$ cat config.mk
export PLATFORM = sky130hd
export DESIGN_NAME = qpsk_bit_packer
export DESIGN_NICKNAME = d
export VERILOG_FILES = /design/src/rtl/qpsk_bit_packer.sv
export SDC_FILE = /design/constraint.sdc
export NUM_CORES = 1
export LEC_CHECK = 0
export BUFFER_PORTS_ARGS = -buffer_cell sky130_fd_sc_hd__buf_2
export CAP_MARGIN = 30
export CORE_MARGIN = 1
export CORE_UTILIZATION = 59
export DETAILED_ROUTE_END_ITERATION = 16
export GPL_ROUTABILITY_DRIVEN = 0
export PLACE_DENSITY = 0.88
export SETUP_SLACK_MARGIN = 0.3
export SYNTH_ARGS = -nofsm -noshare
export SYNTH_HDL_FRONTEND = slang
export SYNTH_SLANG_ARGS = --single-unit
$ cat constraint.sdc
create_clock -name clk_fs -period 2.8 [get_ports clk_fs]
set_input_delay 0.14 -clock clk_fs [delete_from_list [all_inputs] [get_ports clk_fs]]
set_output_delay 0.14 -clock clk_fs [all_outputs]
set_load 0.05 [all_outputs]
$ cat src/rtl/qpsk_bit_packer.sv
// QPSK symbol demapper, sync-word hunter and byte packer with a small output FIFO.
// Optional differential decoding is enabled by defining DIFF_DECODE_EN.
module qpsk_bit_packer #(
  parameter logic [15:0] SYNC_WORD   = 16'h1ACF,
  parameter int          FRAME_BYTES = 8,
  parameter int          FIFO_DEPTH  = 4
) (
  input  logic       clk_fs,
  input  logic       rst,
  input  logic       sym_valid,
  input  logic [1:0] bit_in_I,
  input  logic [1:0] bit_in_Q,
  output logic [7:0] byte_out,
  output logic       byte_valid,
  input  logic       byte_ready,
  output logic       locked,
  output logic       overflow,
  output logic       erasure
);

  localparam int PTR_W = $clog2(FIFO_DEPTH);
  localparam int CNT_W = PTR_W + 1;
  localparam logic [7:0] LAST_BYTE = 8'(FRAME_BYTES - 1);

  localparam logic [0:0] SEARCH = 1'b0;
  localparam logic [0:0] LOCK   = 1'b1;

  logic [0:0]       state;
  // Only the bits that can still reach the next 16-bit compare are kept.
  logic [13:0]      sreg;
  logic [15:0]      sreg_next;
  logic [5:0]       acc;
  logic [2:0]       bit_cnt;
  logic [7:0]       byte_cnt;
  logic [7:0]       byte_new;

  logic [7:0]       mem [FIFO_DEPTH];
  logic [PTR_W-1:0] wr_ptr;
  logic [PTR_W-1:0] rd_ptr;
  logic [CNT_W-1:0] count;

  logic i_bit;
  logic q_bit;
  logic byte_done;
  logic full;
  logic pop;
  logic push;

`ifdef DIFF_DECODE_EN
  logic prev_i;
  logic prev_q;

  always_ff @(posedge clk_fs) begin
    if (rst) begin
      prev_i <= 1'b0;
      prev_q <= 1'b0;
    end else if (sym_valid) begin
      prev_i <= bit_in_I[1];
      prev_q <= bit_in_Q[1];
    end
  end

  assign i_bit = bit_in_I[1] ^ prev_i;
  assign q_bit = bit_in_Q[1] ^ prev_q;
`else
  assign i_bit = bit_in_I[1];
  assign q_bit = bit_in_Q[1];
`endif

  assign sreg_next = {sreg, i_bit, q_bit};
  assign byte_new  = {acc, i_bit, q_bit};
  assign byte_done = sym_valid && (state == LOCK) && (bit_cnt == 3'd6);

  assign full       = (count == CNT_W'(FIFO_DEPTH));
  assign byte_valid = (count != '0);
  assign pop        = byte_valid && byte_ready;
  // A full FIFO still accepts a byte when the head leaves in the same cycle.
  assign push       = byte_done && (!full || pop);

  assign byte_out = byte_valid ? mem[rd_ptr] : 8'h00;
  assign locked   = (state == LOCK);

  always_ff @(posedge clk_fs) begin
    // NOTE: sequential state uses non-blocking assignments so every register
    // samples the pre-edge values of the others, independent of statement order.
    if (rst) begin
      state    <= SEARCH;
      sreg     <= '0;
      acc      <= '0;
      bit_cnt  <= '0;
      byte_cnt <= '0;
    end else begin
      if (sym_valid) sreg <= sreg_next[13:0];
      case (state)
        SEARCH: begin
          bit_cnt  <= '0;
          byte_cnt <= '0;
          if (sym_valid && (sreg_next == SYNC_WORD)) state <= LOCK;
        end
        LOCK: begin
          if (sym_valid) begin
            acc <= {acc[3:0], i_bit, q_bit};
            if (bit_cnt == 3'd6) begin
              bit_cnt  <= '0;
              byte_cnt <= byte_cnt + 8'd1;
              if (byte_cnt == LAST_BYTE) state <= SEARCH;
            end else begin
              bit_cnt <= bit_cnt + 3'd2;
            end
          end
        end
        default: state <= SEARCH;
      endcase
    end
  end

  // NOTE: the FIFO storage is deliberately left out of reset; byte_out is
  // masked by byte_valid, so stale entries are never observable.
  always_ff @(posedge clk_fs) begin
    if (push) mem[wr_ptr] <= byte_new;
  end

  always_ff @(posedge clk_fs) begin
    if (rst) begin
      wr_ptr   <= '0;
      rd_ptr   <= '0;
      count    <= '0;
      overflow <= 1'b0;
      erasure  <= 1'b0;
    end else begin
      if (push) wr_ptr <= wr_ptr + PTR_W'(1);
      if (pop)  rd_ptr <= rd_ptr + PTR_W'(1);
      case ({push, pop})
        2'b10:   count <= count + CNT_W'(1);
        2'b01:   count <= count - CNT_W'(1);
        default: count <= count;
      endcase
      if (byte_done && full && !pop) overflow <= 1'b1;
      erasure <= sym_valid && (!bit_in_I[0] || !bit_in_Q[0]);
    end
  end

endmodule
==> results.toml, run 1 <==
[clock_tree]
cts_tree = "built"
post_cts.repair.setup_buffers = 0
clkSinkCount = 74
clk_pin_slew_ps = 70
insertion_delay_ps = 350
htree_levels = 3
root_buffer = "clkbuf_8"
cts_buffers = 9
clockBufferDepth = 2

[floorplan]
rows = 25
num_io_pins = 20
die_h_um = 73.6
die_width_um = 73.6
coreArea_mm2 = 0.00482
die_area_mm2 = 0.00542
start_util_pct = 62.8

[sta]
setup_viol = 0
tightest_slew_ps = 614
clock.fmax_ghz = 0.488
rsz0062_at_grt = "no"
hold_viol = 0
final-max-slew-violation-count = 0
fin_crit_sh_pct = 73.2
period_minus_slack_ps = 2050
slew_headroom_pct = 59.1
fin_worst_skew_ps = 6.27
setup-tns-final_ps = 0
holdWs_ps = 83.9

[drt]
wl_per_cell_um = 14.2
ant_nets = 0
vias_per_cell = 5.47
post-route-drc-count = 0
firstDrtPassIters = 4
drtIter0Drc = 75
vias = 1831
routed_wl_um = 4760

[setup_path]
path_cells = "mux4_2 -> nor2b_1 -> buf_2"
cp.required_ps = 2660
end_kind = "output pin"
cp_max_fo = 8
reg2reg_from = "bit_cnt[1]$_SDFFE_PP0P_"
arrival_ps = 1910
rrSetupSlack_ps = 760
crit_family = "flip-flops"
r2r.worst_path.cells = 7
max_stage_delay_ps = 630
path_class = "flop to output pin"
timing.rr.end = "count[2]$_SDFFE_PP0P_"
startpoint_type = "flop"
cp_num_buf_inv = 1
slowest_stage = "dfxtp_1"

[synthesis]
avgSynthCellArea_um2 = 12.5
yosysTopAreaCell = "edfxtp_1"
synth_cells = 242
synth-seq-cells = 74
synth-edff-count = 32
ys.flop_type = "dfxtp_1"
ys_async_sr_fraction_pct = 0
yosysWarnings = 0
synth_nets = 257
synth_area_mm2 = 0.00302
ys_seq_area_share_pct = 59.6
ys_types = 43
ys_top_cells_by_area = "edfxtp_1 32%, dfxtp_1 28%, mux4_2 6.0%"
synth_top_area_share_pct = 31.8

[place]
dp.cells = 318
hpwl_um = 3250
portBuffers = 19
placed_area_mm2 = 0.00316

[layout]
design_area_mm2 = 0.00335
diodes = 0
fin_cells = 335
syn_to_final_growth_pct = 10.8
nNetsFinal = 279
drive_gt1_share_pct = 17.9

[flow_run]
cap_violations = 0

[min_path]
worstHoldPathType = "primary input to flop"
hp-start = "bit_in_Q[1]"
worstHoldPathCells = 1
hold_path_end = "mem[0][0]$_DFFE_PP_"

[global_route]
grt_max_degree = 36
antenna_found_initial = 0
grt_overflow = 0
grt-busiest-layer = "met2"
grtUsageMet2_pct = 30.1
grt_pass1_wl_um = 7830
grt_use_total_pct = 20.1
met3_usage_pct = 6.45
gr-usage-met1_pct = 26.2
grt_pass1_vias = 1709

[power]
leakage_nw = 1.23
power.density_mw_per_mm2 = 739
p_total_mw = 2.47
ir_drop_v = 0.000439

[run_status]
status = "completed"
[cell type report]
class / count / area [um^2]
multi-input cells: 150 / 1140
flip-flops and latches: 74 / 1800
repair buffers: 23 / 130
clock buffers: 10 / 128
inverters: 6 / 22.5
well taps: 67 / 83.8
fillers: 354 / 1470
clock inverters: 5 / 46.3
[cell families (layout without fill, tap and decap cells)]
group / count (synthesis) / count (layout) / synth area share [%]
buf+inv: 18 / 44 / 2.81
simple gates: 91 / 91 / 16.1
fa+ha+maj: 7 / 7 / 3.14
compound gates: 16 / 16 / 3.43
mux: 27 / 27 / 12.4
xor+xnor: 9 / 9 / 2.61
flops: 74 / 74 / 59.6
[through the flow]
step | setup WS (ps) | util [%]
after global placement | 794 | 65.5
after global routing | 636 | 69.5
after floorplan | 826 | -
final | 751 | 69.5
after detailed placement | 761 | 65.5
after CTS | 710 | 69.5
[cells in the mapped netlist (2+ instances only)]
| cell | n |
|---|---|
| nand2_1 | 13 |
| nand3_1 | 10 |
| mux2_2 | 2 |
| nand4_1 | 2 |
| a21oi_1 | 10 |
| ha_1 | 6 |
| mux4_2 | 8 |
| clkbuf_1 | 5 |
| edfxtp_1 | 32 |
| xor2_1 | 6 |
| buf_2 | 4 |
| nor2b_1 | 9 |
| and2_1 | 4 |
| nor3_1 | 5 |
| mux2i_1 | 16 |
| xnor2_1 | 3 |
| nand4b_1 | 2 |
| dfxtp_1 | 42 |
| nor2_1 | 34 |
| inv_1 | 6 |
[worst max path at each step]
stage / slack [ps] / endpoint / cells after the start
6_report: 750 / byte_out[0] / 3
5_1_grt: 640 / byte_out[0] / 3
4_1_cts: 710 / byte_out[7] / 3
3_5_place_dp: 760 / count[2]$_SDFFE_PP0P_ / 7
3_3_place_gp: 790 / count[2]$_SDFFE_PP0P_ / 7
2_1_floorplan: 830 / count[2]$_SDFFE_PP0P_ / 8
[layer usage]
metal / share of wire (%) / vias to the layer above / wire (um)
met4: 2.0 / 0 / 97
met2: 47 / 49 / 2260
met3: 5.0 / 11 / 239
met5: 0 / - / 0
li1: - / 902 / -
met1: 46 / 869 / 2170
[state kept, by name (all words and copies together) (netlist names), named ones only]
signal,flops
sreg,14
erasure,1
bit_cnt,2
rd_ptr,2
byte_cnt,8
overflow,1
mem,32
wr_ptr,2
count,3
locked,1
acc,6
[power breakdown]
group / switching [mW] / total (mW) / internal [mW] / leakage (nW)
clock: 0.357 / 0.753 / 0.396 / 0.0886
combinational: 0.331 / 0.512 / 0.181 / 0.487
sequential: 0.0586 / 1.21 / 1.15 / 0.652
total: 0.747 / 2.47 / 1.73 / 1.23
[cells in the final DEF (no fill, tap or decap), drive strengths merged, types with 2 or more instances in the layout]
cell type / n
mux4: 8
nand4b: 2
nand3: 11
nand2: 13
buf: 21
a21oi: 11
nor2b: 9
clkinv: 4
xnor2: 3
nor2: 34
and2: 4
xor2: 6
ha: 6
dlygate4sd3: 2
clkbuf: 10
dfxtp: 42
nor4: 2
mux2: 3
nor3: 6
mux2i: 16
inv: 6
nand4: 2
edfxtp: 32
[what timing repair did]
item                                   CTS  global route
endpoints found under the hold margin    1             0
hold buffers                             2             0
gates resized for setup                  0             0
Power figures use the tool's default switching activity.
==> run 2, diff against run 1 <==
--- a/config.mk
+++ b/config.mk
@@ -5,13 +5,14 @@
 export SDC_FILE = /design/constraint.sdc
 export NUM_CORES = 1
 export LEC_CHECK = 0
+export ABC_AREA = 1
 export BUFFER_PORTS_ARGS = -buffer_cell sky130_fd_sc_hd__buf_2
 export CAP_MARGIN = 30
 export CORE_MARGIN = 1
-export CORE_UTILIZATION = 59
+export CORE_UTILIZATION = 53
 export DETAILED_ROUTE_END_ITERATION = 16
 export GPL_ROUTABILITY_DRIVEN = 0
-export PLACE_DENSITY = 0.88
+export PLACE_DENSITY = 0.84
 export SETUP_SLACK_MARGIN = 0.3
 export SYNTH_ARGS = -nofsm -noshare
 export SYNTH_HDL_FRONTEND = slang
==> constraint.sdc (replaced) <==
create_clock -name clk_fs -period 1.8 [get_ports clk_fs]
set_input_delay 0.09 -clock clk_fs [delete_from_list [all_inputs] [get_ports clk_fs]]
set_output_delay 0.09 -clock clk_fs [all_outputs]
set_load 0.05 [all_outputs]
==> run 2 against run 1 <==
Net effect:
- clock-buffer cell count stayed put
- combinational power rose to 3.4 times the previous value
- synthesized cell count grew 38%
- die area up 12%
- via count up 27%
- worst setup slack lost 520 ps
- power grew 100%
- final area grew 10%
- sequential power rose by 55%
- clock skew shrank 1.0 ps
- area after synthesis increased by 0.87%
- critical path type unchanged
- critical endpoint unchanged
- largest cell class unchanged
- largest power group unchanged
==> results.toml, run 2 <==
[layout]
final_cell_mix = "64 x nor2_1, 36 x dfxtp_1, 32 x edfxtp_1"
nFillCells = 434
top_regs = "mem: 32 flops, sreg: 14 flops, byte_cnt: 8 flops"
regArea_mm2 = 0.00181
final_common_cell = "nor2_1"
multi_input_area_mm2 = 0.00115
drive_gt1_share_pct = 20.2
largest_reg_flops = 32
design_area_mm2 = 0.00369
nNetsFinal = 386
regMostFlops = "mem"
diodes = 0
syn_to_final_growth_pct = 20.8

[synthesis]
synth-edff-count = 32
synth_cells = 335
synth_area_mm2 = 0.00305
synth-seq-cells = 74
synthTopCellsByCount = "70 x nor2_1, 42 x dfxtp_1, 42 x o21ai_0"
ys_top_cells_by_area = "edfxtp_1 32%, dfxtp_1 28%, nor2_1 8.6%"
ys_seq_area_share_pct = 59.1
yosysTopAreaCell = "edfxtp_1"
ys_types = 30
avgSynthCellArea_um2 = 9.11
ys.flop_type = "dfxtp_1"
synth_top_area_share_pct = 31.5
ys_async_sr_fraction_pct = 0
yosysWarnings = 0
synth.most_common_cell = "nor2_1"
synth_nets = 350

[place]
portBuffers = 19
placed_area_mm2 = 0.00327
hpwl_um = 4030

[sta]
fin_worst_skew_ps = 5.23
hold_viol = 0
clock.fmax_ghz = 0.637
rsz0062_at_grt = "yes"
setup_viol = 0
final-max-slew-violation-count = 0
slew_headroom_pct = 71.2
tightest_slew_ps = 430
period_minus_slack_ps = 1570
setup-tns-final_ps = 0
fin_crit_sh_pct = 87.2

[clock_tree]
cts_buffers = 9
cts_tree = "built"
root_buffer = "clkbuf_8"
clkSinkCount = 74
clk_pin_slew_ps = 70
insertion_delay_ps = 340
htree_levels = 3
clockBufferDepth = 2

[global_route]
grt_pass1_wl_um = 10000
grt_use_total_pct = 21.9
antenna_found_initial = 0
grt_max_degree = 22
grt_pass1_vias = 2284
grt_overflow = 0

[floorplan]
die_width_um = 77.9
start_util_pct = 55.1
coreArea_mm2 = 0.00554
die_area_mm2 = 0.00606
die_h_um = 77.9
num_io_pins = 20
rows = 27

[setup_path]
cp_max_fo = 4
path_class = "flop to output pin"
startpoint_type = "flop"
end_kind = "output pin"
arrival_ps = 1480
cp.required_ps = 1710

[drt]
vias = 2322
routed_wl_um = 6170
ant_nets = 0
drtIter0Drc = 176
vias_per_cell = 5.18
firstDrtPassIters = 4
post-route-drc-count = 0
wl_per_cell_um = 13.8

[power]
leakage_nw = 1.41
ir_drop_v = 0.000839
power.density_mw_per_mm2 = 1350

[min_path]
worstHoldPathType = "primary input to flop"

[flow_run]
cap_violations = 0

[run_status]
status = "completed"
run 2: changes by cell type in the layout (fill, tap and decap cells not counted), sizes merged, moves of 8 or more:
| cell | previous run | this run |
|---|---|---|
| inv | 6 | 35 |
| mux4 | 8 | 0 |
| nand2 | 13 | 29 |
| nor2b | 9 | 0 |
| nor2 | 34 | 71 |
| buf | 21 | 35 |
| o21ai | 1 | 42 |
| a21oi | 11 | 30 |
| mux2i | 16 | 0 |
run 2: cells by family after synthesis:
family	Yosys count	synth area share, %
xor gates and xnor gates	1	0.287
AOI/OAI and AO/OA	80	13.8
DFF	74	59.1
buffers and inverters	48	6.40
and+or+nand+nor	125	17.3
adders and majority gates	7	3.12
run 2: worst paths after layout:
kind,from,end,slack [ps],cells past startpoint
worst min register to register,sreg[12]$_SDFFE_PP0P_,sreg[12]$_SDFFE_PP0P_,460,2
worst min-delay path,rst,byte_cnt[4]$_SDFFE_PP0P_,30,2
worst max register to register,count[0]$_SDFFE_PP0P_,count[2]$_SDFFE_PP0P_,290,10
worst max-delay path,flop,byte_out[0],230,6
run 2: timing repair:
| item | CTS | global route |
|---|---|---|
| setup endpoints to repair | 42 | 43 |
| gates resized for setup | 32 | 17 |
| pin swaps | 9 | 8 |
| gates cloned | 2 | 0 |
| hold buffers | 2 | 0 |
| endpoints found under the hold margin | 1 | 0 |
| buffers inserted | 4 | 3 |
run 2: layout make-up:
type                       instances  share of cell area [%]
clock inverter                     6                    2.21
multi-input combinational        213                    31.2
sequential                        74                    49.2
inverter                          36                    3.97
clock buffer                      10                    3.46
tap                               72                    2.44
timing repair buffer              37                    7.54
run 2: worst max-delay path: stages (launching register included):
cell	delay [ps]
dfxtp_4	370
buf_6	140
nor2_4	30
nor2_2	110
o21ai_1	90
a21oi_1	170
buf_4	220
run 2: per-layer routing:
metal	part of all wire, %	wire length [um]	up-vias	track usage [%]
met1	43	2660	1068	24.8
met4	1.5	91	0	8.68
li1	-	-	1197	-
met5	0	0	-	0
met2	52	3180	49	38.7
met3	3.8	233	8	6.12
run 2: power by group:
| part | switching (mW) | internal [mW] | leakage, nW |
|---|---|---|---|
| registers | 0.0521 | 1.82 | 0.615 |
| logic | 1.15 | 0.594 | 0.686 |
| clock network | 0.576 | 0.771 | 0.104 |
run 2: per-stage QoR:
stage                     hold slack (ps)  std cells  setup WS [ps]  util [%]  power, mW
after floorplan                       188        335            106         -       2.99
after global placement                277        421            151      59.1       3.24
after detailed placement              293        421           85.3      59.1       3.27
after CTS                            17.9        445            260      65.5       4.88
after global routing                 28.8        448            173      66.5       5.17
final                                29.3        448            230      66.5       4.96
==> run 3, diff against run 2 <==
--- a/config.mk
+++ b/config.mk
@@ -5,7 +5,6 @@
 export SDC_FILE = /design/constraint.sdc
 export NUM_CORES = 1
 export LEC_CHECK = 0
-export ABC_AREA = 1
 export BUFFER_PORTS_ARGS = -buffer_cell sky130_fd_sc_hd__buf_2
 export CAP_MARGIN = 30
 export CORE_MARGIN = 1
@@ -17,3 +16,4 @@
 export SYNTH_ARGS = -nofsm -noshare
 export SYNTH_HDL_FRONTEND = slang
 export SYNTH_SLANG_ARGS = --single-unit
+export TNS_END_PERCENT = 20
==> run 3 against run 2 <==
Net effect:
- via count shrank 19%
- non-clock buffer count shrank 7
- clock-buffer cell count shrank 1
- core utilization shrank 0.64 points
- worst hold slack lost 14 ps
- largest cell class unchanged
- highest routed layer unchanged
==> results.toml, run 3 (synthesized netlist as in run 1, its figures left out) <==
[sta]
clock.fmax_ghz = 0.576
rsz0062_at_grt = "yes"
tightest_slew_ps = 403
setup_ws_ps = 63.5
setup_viol = 0
hold_viol = 0
holdWs_ps = 15.3
final-max-slew-violation-count = 0
fin_worst_skew_ps = 10.0
period_minus_slack_ps = 1740
slew_headroom_pct = 73.1
fin_crit_sh_pct = 96.5

[flow_run]
cap_violations = 0

[min_path]
hp-start = "bit_in_I[1]"
worstHoldPathType = "primary input to flop"

[global_route]
grt_pass1_vias = 1909
grt_max_degree = 31
grt_pass1_wl_um = 8910
grt_overflow = 0
antenna_found_initial = 0
grt_use_total_pct = 20.1

[layout]
diodes = 0
final_cell_mix = "37 x dfxtp_1, 33 x nor2_1, 32 x edfxtp_1"
largest_reg_flops = 32
nNetsFinal = 286
drive_gt1_share_pct = 29.3
syn_to_final_growth_pct = 20.0
fin_cells = 348
top_regs = "mem: 32 flops, sreg: 14 flops, byte_cnt: 8 flops"
final_common_cell = "dfxtp_1"
regMostFlops = "mem"

[clock_tree]
cts_tree = "built"
insertion_delay_ps = 360
root_buffer = "clkbuf_8"
clk_pin_slew_ps = 90
clockBufferDepth = 2
clkSinkCount = 74
cts_buffers = 9
htree_levels = 3
post_cts.repair.setup_buffers = 0

[floorplan]
die_width_um = 77.5
die_h_um = 77.5
start_util_pct = 54.9
rows = 27
coreArea_mm2 = 0.00551
num_io_pins = 20
die_area_mm2 = 0.00601

[place]
portBuffers = 19
hpwl_um = 3520
dp_slack_ps = 85.9
dp.cells = 329

[setup_path]
slowest_stage = "mux4_2"
path_cells = "buf_12 -> mux4_2 -> nor2b_4 -> buf_6"
reg2reg_from = "count[2]$_SDFFE_PP0P_"
max_stage_delay_ps = 510
end_kind = "output pin"
cp_num_buf_inv = 2
startpoint_type = "flop"
arrival_ps = 1650
path_class = "flop to output pin"
cp_max_fo = 8
cp.required_ps = 1710
crit_family = "multiplexers"

[drt]
vias_per_cell = 5.43
drtIter0Drc = 154
routed_wl_um = 5390
wl_per_cell_um = 15.5
ant_nets = 0
post-route-drc-count = 0
firstDrtPassIters = 4
vias = 1888

[power]
leakage_nw = 1.32
p_total_mw = 4.37
power.density_mw_per_mm2 = 1200
ir_drop_v = 0.000847

[run_status]
status = "completed"
==> run 3: stage by stage <==
step | setup TNS (ps) | cell area, um^2 | utilization (%)
final | 0 | 3630 | 65.9
after global routing | -14.8 | 3630 | 65.9
after CTS | 0 | 3510 | 63.7
after detailed placement | 0 | 3230 | 58.6
after global placement | 0 | 3230 | 58.6
after floorplan | 0 | 3060 | -
==> run 3: final cells by class <==
cell class,instances,area [um^2]
Timing Repair Buffer,30,265
Fill cell,386,1880
Sequential cell,74,1810
Clock buffer,9,124
Tap cell,72,90.1
Clock inverter,7,77.6
Multi-Input combinational cell,150,1240
Inverter,6,22.5
==> run 3: worst paths after layout <==
kind                                            endpoint  slack, ps  cells after the start
worst max-delay path                         byte_out[2]         60                      4
worst min-delay path                 mem[2][1]$_DFFE_PP_         20                      1
worst max register to register     count[2]$_SDFFE_PP0P_         90                      6
worst min register to register  byte_cnt[1]$_SDFFE_PP0P_        490                      2
==> run 3: worst register-to-register path: stages, from the launching register on <==
cell	delay (ps)
dfxtp_1	360
o31a_4	380
nand2_4	70
fa_2	210
nor4_2	40
a31oi_1	200
mux2_1	340
==> run 3: what timing repair did <==
action,4_1_cts,5_1_grt
endpoints found under the setup margin,43,47
hold buffers,3,0
pin swaps,0,1
hold endpoints to repair,5,0
resized for setup,16,38
==> run 3: power by group <==
part | internal (mW) | switching [mW] | total (mW)
Sequential | 1.79 | 0.0631 | 1.86
Combinational | 0.499 | 0.709 | 1.21
Clock | 0.650 | 0.651 | 1.30
Total | 2.94 | 1.42 | 4.37
==> run 3: layer usage <==
metal	wire, um	up-vias	part of all wire [%]	GRT usage [%]
met2	2820	37	52	34.3
met3	152	15	2.8	6.24
met5	0	-	0	0
met1	2260	919	42	21.6
met4	163	0	3.0	12.6
li1	-	917	-	-
